===== config.mk =====
export PLATFORM = sky130hd
export DESIGN_NAME = regfile_scoreboard
export DESIGN_NICKNAME = d
export VERILOG_FILES = /design/src/rtl/regfile_pkg.sv /design/src/rtl/regfile_busy_tracker.sv /design/src/rtl/regfile_scoreboard.sv
export SDC_FILE = /design/constraint.sdc
export NUM_CORES = 2
export LEC_CHECK = 0
export BUFFER_PORTS_ARGS = -buffer_cell sky130_fd_sc_hd__buf_2
export CORE_MARGIN = 2
export CORE_UTILIZATION = 30
export CTS_BUF_LIST = sky130_fd_sc_hd__clkbuf_8
export DETAILED_ROUTE_END_ITERATION = 8
export MAX_ROUTING_LAYER = met4
export SLEW_MARGIN = 20
export SYNTH_ARGS = -nofsm -noshare
export SYNTH_HDL_FRONTEND = slang
export SYNTH_HIERARCHICAL = 1
export SYNTH_SLANG_ARGS = --single-unit

===== constraint.sdc =====
create_clock -name Clk -period 35 [get_ports Clk]
set_clock_uncertainty 0.1 [all_clocks]
set_input_delay 7 -clock Clk [delete_from_list [all_inputs] [get_ports Clk]]
set_output_delay 7 -clock Clk [all_outputs]
set_load 0.02 [all_outputs]

===== src/rtl/regfile_pkg.sv =====
// Shared constants and helpers for the scoreboarded register file.
// Provides default widths, the zero-register index and a popcount helper.
package regfile_pkg;

    localparam int DEF_DATA_W = 32;
    localparam int DEF_ADDR_W = 5;
    localparam int ZERO_REG   = 0;

    // Widest busy vector popcount accepts; narrower vectors are zero-extended.
    localparam int MAX_REGS   = 1024;

    function automatic int unsigned popcount(input logic [MAX_REGS-1:0] v);
        int unsigned n;
        n = 0;
        for (int i = 0; i < MAX_REGS; i++) begin
            n = n + 32'(v[i]);
        end
        return n;
    endfunction

endpackage


===== src/rtl/regfile_busy_tracker.sv =====
// Per-register pending-write scoreboard with registered busy count.
// Ports: Clk, Reset (async high), RW/RegWr clear, RD/Reserve set,
//        Flush clear-all, busy_o vector, count_o popcount of busy_o.
module regfile_busy_tracker
    import regfile_pkg::*;
#(
    parameter int ADDR_W = DEF_ADDR_W
) (
    input  logic                     Clk,
    input  logic                     Reset,
    input  logic [ADDR_W-1:0]        RW,
    input  logic                     RegWr,
    input  logic [ADDR_W-1:0]        RD,
    input  logic                     Reserve,
    input  logic                     Flush,
    output logic [(2**ADDR_W)-1:0]   busy_o,
    output logic [ADDR_W:0]          count_o
);

    localparam int DEPTH = 2**ADDR_W;
    localparam int CNT_W = ADDR_W + 1;
    localparam logic [ADDR_W-1:0] ZERO_A = ADDR_W'(ZERO_REG);

    logic [DEPTH-1:0] busy_d, busy_q;
    logic [CNT_W-1:0] count_d, count_q;

    // Priority: Flush > Reserve > RegWr clear. A same-edge Reserve
    // beats the write because the newer producer is still outstanding.
    always_comb begin
        busy_d = busy_q;
        if (RegWr && (RW != ZERO_A)) begin
            busy_d[RW] = 1'b0;
        end
        if (Flush) begin
            busy_d = '0;
        end else if (Reserve && (RD != ZERO_A)) begin
            busy_d[RD] = 1'b1;
        end
        busy_d[ZERO_REG] = 1'b0;
        count_d = CNT_W'(popcount(MAX_REGS'(busy_d)));
    end

    always_ff @(posedge Clk or posedge Reset) begin
        if (Reset) begin
            busy_q  <= '0;
            count_q <= '0;
        end else begin
            busy_q  <= busy_d;
            count_q <= count_d;
        end
    end

    assign busy_o  = busy_q;
    assign count_o = count_q;

endmodule


===== src/rtl/regfile_scoreboard.sv =====
// Two-read / one-write register file with pending-write scoreboard.
// Ports: Clk, Reset (async high); RA/RB -> BusA/BusB, ValidA/ValidB;
//        RW/BusW/RegWr write; RD/Reserve -> DestBusy; Flush; BusyCount.
// Optional: define REGFILE_BYPASS_EN for same-cycle write-to-read bypass.
module regfile_scoreboard
    import regfile_pkg::*;
#(
    parameter int                DATA_W    = DEF_DATA_W,
    parameter int                ADDR_W    = DEF_ADDR_W,
    parameter logic [DATA_W-1:0] RESET_VAL = '0
) (
    input  logic              Clk,
    input  logic              Reset,
    input  logic [ADDR_W-1:0] RA,
    input  logic [ADDR_W-1:0] RB,
    output logic [DATA_W-1:0] BusA,
    output logic [DATA_W-1:0] BusB,
    output logic              ValidA,
    output logic              ValidB,
    input  logic [ADDR_W-1:0] RW,
    input  logic [DATA_W-1:0] BusW,
    input  logic              RegWr,
    input  logic [ADDR_W-1:0] RD,
    input  logic              Reserve,
    output logic              DestBusy,
    input  logic              Flush,
    output logic [ADDR_W:0]   BusyCount
);

    localparam int DEPTH = 2**ADDR_W;
    localparam logic [ADDR_W-1:0] ZERO_A = ADDR_W'(ZERO_REG);

    logic [DATA_W-1:0] regs_q [DEPTH];
    logic [DEPTH-1:0]  busy;
    logic              wr_en;

    assign wr_en = RegWr && (RW != ZERO_A);

    regfile_busy_tracker #(
        .ADDR_W (ADDR_W)
    ) u_busy (
        .Clk     (Clk),
        .Reset   (Reset),
        .RW      (RW),
        .RegWr   (RegWr),
        .RD      (RD),
        .Reserve (Reserve),
        .Flush   (Flush),
        .busy_o  (busy),
        .count_o (BusyCount)
    );

    always_ff @(posedge Clk or posedge Reset) begin
        if (Reset) begin
            for (int i = 0; i < DEPTH; i++) begin
                regs_q[i] <= RESET_VAL;
            end
        end else if (wr_en) begin
            regs_q[RW] <= BusW;
        end
    end

    always_comb begin
        BusA   = (RA == ZERO_A) ? '0 : regs_q[RA];
        BusB   = (RB == ZERO_A) ? '0 : regs_q[RB];
        ValidA = ~busy[RA];
        ValidB = ~busy[RB];
`ifdef REGFILE_BYPASS_EN
        // Writeback data forwarded so decode can share the cycle.
        if (wr_en && (RA == RW)) begin
            BusA   = BusW;
            ValidA = 1'b1;
        end
        if (wr_en && (RB == RW)) begin
            BusB   = BusW;
            ValidB = 1'b1;
        end
`endif
    end

    assign DestBusy = busy[RD];

endmodule


---- Word level (Yosys, flattened, before mapping) ----
Cells that the tools add are included.
cells by class
  eq/ne operators ......................... 0
  $lt $le $gt $ge ......................... 10
  bitwise operators ....................... 8
  $add $sub $neg .......................... 30
  shift-type cells ........................ 0
  $mul .................................... 0
  reduce and logical (&&, ||, !) cells .... 9
  div/mod/pow operators ................... 0
  muxes and demuxes ....................... 24
operators with widths
  operator              number
  $bwmux W1024          1
  $bmux W32 S5          2
  $mux W32              10
  $add A6 B1 Y6         29
  $demux W32 S5         1
  $and A32 B32 Y32      1
  $not A32 Y32          1
  $or A32 B32 Y32       1
  $lt A5 B6 Y1 const B  4
  $ge A6 B6 Y1 const B  3
  $not A5 Y6            3
  $bmux W1 S5           3
  $demux W1 S5          2
  $ge A5 B1 Y1 const B  2
  $logic_not A5 Y1      2
  $reduce_bool A5 Y1    2
  $lt A6 B1 Y1 const B  1
  $logic_and A1 B1 Y1   5
  $mux W1               5
  $add A1 B1 Y2         1
  $not A1 Y1            2
word-level totals
  latch bits .............................. 0
  logic and storage cells ................. 115
  memories kept ........................... 0
  bits in writable memories ............... 0
  output and inout port bits .............. 73
  bits in read-only memories .............. 0
  bits in registers ....................... 1061

---- Logic depth before layout (Yosys ltp) ----
  depth after elaboration ................. 40
  mapped depth ............................ 20
  depth with buffers taken out ............ 19

---- Hierarchy ----
Netlist, hierarchy kept.
by module, submodules not included
  module                times used  cells each  area each (µm²)
  regfile_scoreboard    1           3695        54961.5
  regfile_busy_tracker  1           255         2526.2

---- Worst setup path before layout ----
No wires, ideal clock.
  kind .................................... input -> output
  start ................................... input RB[1]
  end ..................................... output BusB[13]
  arrival ................................. 8819 ps
  required time ........................... 27900 ps
  setup slack ............................. 19081 ps
  path buffers ............................ 5
  cell stages on the path ................. 9
  cells stage by stage .................... buf_4 -> buf_6 -> buf_6 -> buf_4 -> buf_2 -> mux2i_1 -> a22oi_1 -> a21oi_1 -> nor4_1
between the ends
  longest elaborated chain between the ends .. 5
  elaborated cells on any way between the ends .. 6
  those cells by class .................... mux: 4; bitwise: 1; reduce/logical: 1
ends and longest elaborated chain
  item                                         RTL line                  RTL
  start, declared                              regfile_scoreboard.sv:15  input logic [ADDR_W-1:0] RB,
  $not A5 Y6 (not written as such)             regfile_scoreboard.sv:65  BusB = (RB == ZERO_A) ? '0 : regs_q[RB];
  $bmux W32 S5                                 regfile_scoreboard.sv:65
  $mux W32 (not written as such) (2 in a row)  regfile_scoreboard.sv:65
  $mux W32 (*)                                 regfile_scoreboard.sv:65
  end, declared                                regfile_scoreboard.sv:17  output logic [DATA_W-1:0] BusB,
Mark *: on every way between the ends. The rest lies on a longest branch, timed or not. The select of a mux whose other input is x is not followed.

---- Final worst setup path ----
  start ................................... input RB[1]
  end ..................................... output BusB[30]
The elaborated chain is that of the path after synthesis.

==> summary.md <==
| Metric | Value |
|---|---|
| Status | `completed` |
| Post-route DRC | `0` |
| PwrDens | `54.0 mW/mm2` |
| Post-synth ARST share | `1.00` |
| Register area | `roughly 0.027 mm2` |
| Detail Placement HPWL | `between 100000 and 150000 um` |
| Port buffer count | `129` |
| Startpoint Class | `primary input` |
| Number of flops mapped to enable cells by yosys | `0` |
| DRC marker count from the first detailed-route iteration | `between 3k and 4k` |
| Kind of end point of the critical path | `primary output` |
| Final ANT Viol Nets | `0` |
| Synthesized instance count | `just under 4k` |
| # resized after CTS | `0` |
| Drt pass-1 iters | `5` |
| Clk pwr share | `0.318` |
| Tmin final | `between 15 and 20 ns` |
| Largest buffer count on any clock path | `3` |
| Logic gate share of total power | `0.210` |
| Crit share post-route | `0.530` |
| Final non-filler cell total | `approximately 6.6k` |
| Routed wire length | `196000 um` |
| Initial antenna violation count | `20` |
| Core region area | `around 0.19 mm2` |
| GPL Wtd Cong | `0.874` |
| GR Overflow Total | `0` |
| Yosys warns | `6` |
| Final sum of negative setup slack | `0 ns` |
| Max incr delay on CP | `around 0.95 ns` |
| Filler cells | `18.5k` |
| Vias | `38.0k` |
| Final Power | `3.45 mW` |
| Hold Path Class | `reg2reg` |
| P_int | `~2.4 mW` |
| Crit-path max FO | `78` |
| WL/cell | `a little under 30 um` |
| Global-route usage over all layers | `0.204` |
| Cell count after placement | `between 6k and 7k` |
| Top-area cell type share of the netlist area | `0.462` |
| Post-Syn Area per Cell | `14.6 um2` |
| RSZ-0062 raised after global routing | `false` |
| DIE HEIGHT | `about 440 um` |
| Post-synth top area cell | `dfrtp_1` |
| Register bit total from synthesis | `about 1.1k` |
| Mapped Area | `roughly 0.057 mm2` |
| Slew Viols, Final | `0` |
| Synth Area in Compound Gates | `0.0527` |
| Clock transition at path regs | `around 0.060 ns` |
| Dominant cells by area after synthesis | `dfrtp_1, mux2_2, mux4_2` |
| First-pass GRT wire length | `between 200000 and 300000 um` |
| DIE AREA | `a little under 0.2 mm2` |
| Hold_buf cts | `0` |
| Slew headroom | `0.168` |
| Max-Cap Viols | `0` |
| Die Width | `approximately 440 um` |
| Crit path max-delay cell type | `nor3_1` |
| Area growth syn-to-layout | `11.0%` |
| CP cell instances | `buf_8 -> buf_4 -> buf_4 -> mux4_2 -> mux4_2 -> o22ai_1 -> nor3_1 -> buf_2` |
| Synth Area in Simple Gates | `0.0256` |
| Post-Syn Nets | `approximately 4k` |
| Worst slew pin tran | `~1.2 ns` |
| Worst-Skew Late Latency | `~0.92 ns` |
| I/O pin total | `130` |
| Final Setup Violations | `0` |
| Post-CTS setup buffers | `0` |
| Pin count of the biggest net entering global routing | `~150` |
| Final hold violation count | `0` |
| Row count | `160` |
| Clk sinks | `roughly 1.1k` |
| Worst VDD drop | `roughly 0.043 mV` |
| Main combinational cell family by area after synthesis | `multiplexers` |
| Number of global-route vias before repair | `approximately 40k` |
| Synth top cells by count | `dfrtp_1, mux2_2, mux4_2, mux2i_1, clkbuf_1` |
| Distinct cell type count of the synthesized netlist | `between 50 and 60` |
| Worst path required time | `about 28 ns` |
| Final #Nets | `between 3k and 4k` |
| Most common cell in the netlist | `dfrtp_1` |
| Multi-input logic area | `around 0.029 mm2` |
| Leakage power | `between 20 and 30 nW` |
| Adder-cell share of the synthesized area | `0.00953` |
| DR vias/cell | `slightly below 6` |
| Layout cells sized above 1 | `0.491` |
| Post-synthesis mux area share | `0.413` |
| Sequential area share after synthesis | `0.462` |
| Flop pwr share | `0.472` |
| Kind of critical path | `in2out` |
| Commonest register cell after synthesis | `dfrtp_1` |
| Switching part of the total | `0.294` |
| Root buffer cell | `clkbuf_8` |
| Xor and xnor area share after synthesis | `0.000457` |
| Initial core utilization | `0.302` |
| CTS tree | `yes` |
| Crit path DAT | `11.46 ns` |
| CTS Buf Count | `between 150 and 200` |
| NetSw | `between 1 and 1.5 mW` |
| H-Tree Depth | `4` |
| FMAX | `between 50 and 60 MHz` |
==> worst max-delay path: cells and delay by family <==
| family | cells | cell delay (ns) |
|---|---|---|
| buf+inv | 4 | 2.46 |
| simple gates | 1 | 0.95 |
| mux | 2 | 0.63 |
| compound gates | 1 | 0.12 |
==> sequential cells by signal (all words and copies together), names as in the netlist <==
register and cells:
regs_q 1024, u_busy/busy_o 31, u_busy/count_o 6
==> power groups by stage <==
stage | Sequential (mW) | Combinational, mW | Clock [mW]
after CTS | 1.62 | 0.724 | 1.12
final | 1.63 | 0.722 | 1.10
after detailed placement | 1.64 | 0.722 | 0
after global routing | 1.65 | 0.768 | 1.17
after floorplan | 1.59 | 0.565 | 0
after global placement | 1.63 | 0.707 | 0
==> metal layers <==
layer,track usage,vias to the layer above,wire length (um),share of wire
li1,-,15200,-,-
met1,0.250,20600,77700,0.40
met2,0.326,1760,94400,0.48
met3,0.0366,498,13300,0.068
met4,0.0974,0,10100,0.052
met5,-,-,0,0
==> final cells by class <==
class,instances,area share
flip-flops and latches,1061,0.416
clock inverters,81,0.00655
well taps,2511,0.0492
diodes,14,0.000549
repair buffers,225,0.0229
clock buffers,220,0.0474
inverters,30,0.00182
multi-input cells,2419,0.456
==> cells by family (layout without fill, tap and decap cells) <==
group | after synthesis | count (layout)
buf+inv | 470 | 556
fa+ha+maj | 30 | 30
xor+xnor | 3 | 3
mux | 1710 | 1710
flops | 1061 | 1061
other cells | 1 | 15
compound gates | 417 | 417
simple gates | 258 | 258
==> final timing paths <==
path,from,to,slack [ns],cells after the start
worst max register to register,u_busy/busy_o[1]$_DFF_PP0_,u_busy/count_o[4]$_DFF_PP0_,29.55,16
max in group asynchronous,Reset,regs_q[744]$_DFFE_PP0P_,24.77,6
worst min-delay path,regs_q[993]$_DFFE_PP0P_,regs_q[993]$_DFFE_PP0P_,0.30,0
worst max-delay path,RB[1],BusB[30],16.44,8
min in group asynchronous,Reset,u_busy/busy_o[2]$_DFF_PP0_,6.00,2
worst min register to register,regs_q[993]$_DFFE_PP0P_,regs_q[993]$_DFFE_PP0P_,0.30,0
==> through the flow <==
| stage | utilization | hold slack, ns | cell area (um2) | setup slack [ns] |
|---|---|---|---|---|
| after floorplan | - | 0.341 | 57500 | 13.79 |
| after global routing | 0.336 | 0.310 | 63800 | 16.29 |
| after global placement | 0.317 | 0.282 | 60300 | 16.49 |
| final | 0.336 | 0.299 | 63800 | 16.44 |
| after CTS | 0.335 | 0.299 | 63800 | 16.45 |
| after detailed placement | 0.317 | 0.286 | 60300 | 16.43 |
==> placed cells by master, fill, tap and decap left out, drive strengths merged, types with 46 or more instances in the layout <==
cell type  instances
dfrtp           1061
mux2            1025
mux4             429
mux2i            256
buf              225
clkbuf           220
inv               91
nor2b             73
a22oi             64
a22o              62
o21ai             61
a211oi            49
nor3              48
o22ai             46
(Power assumes the default switching activity.)
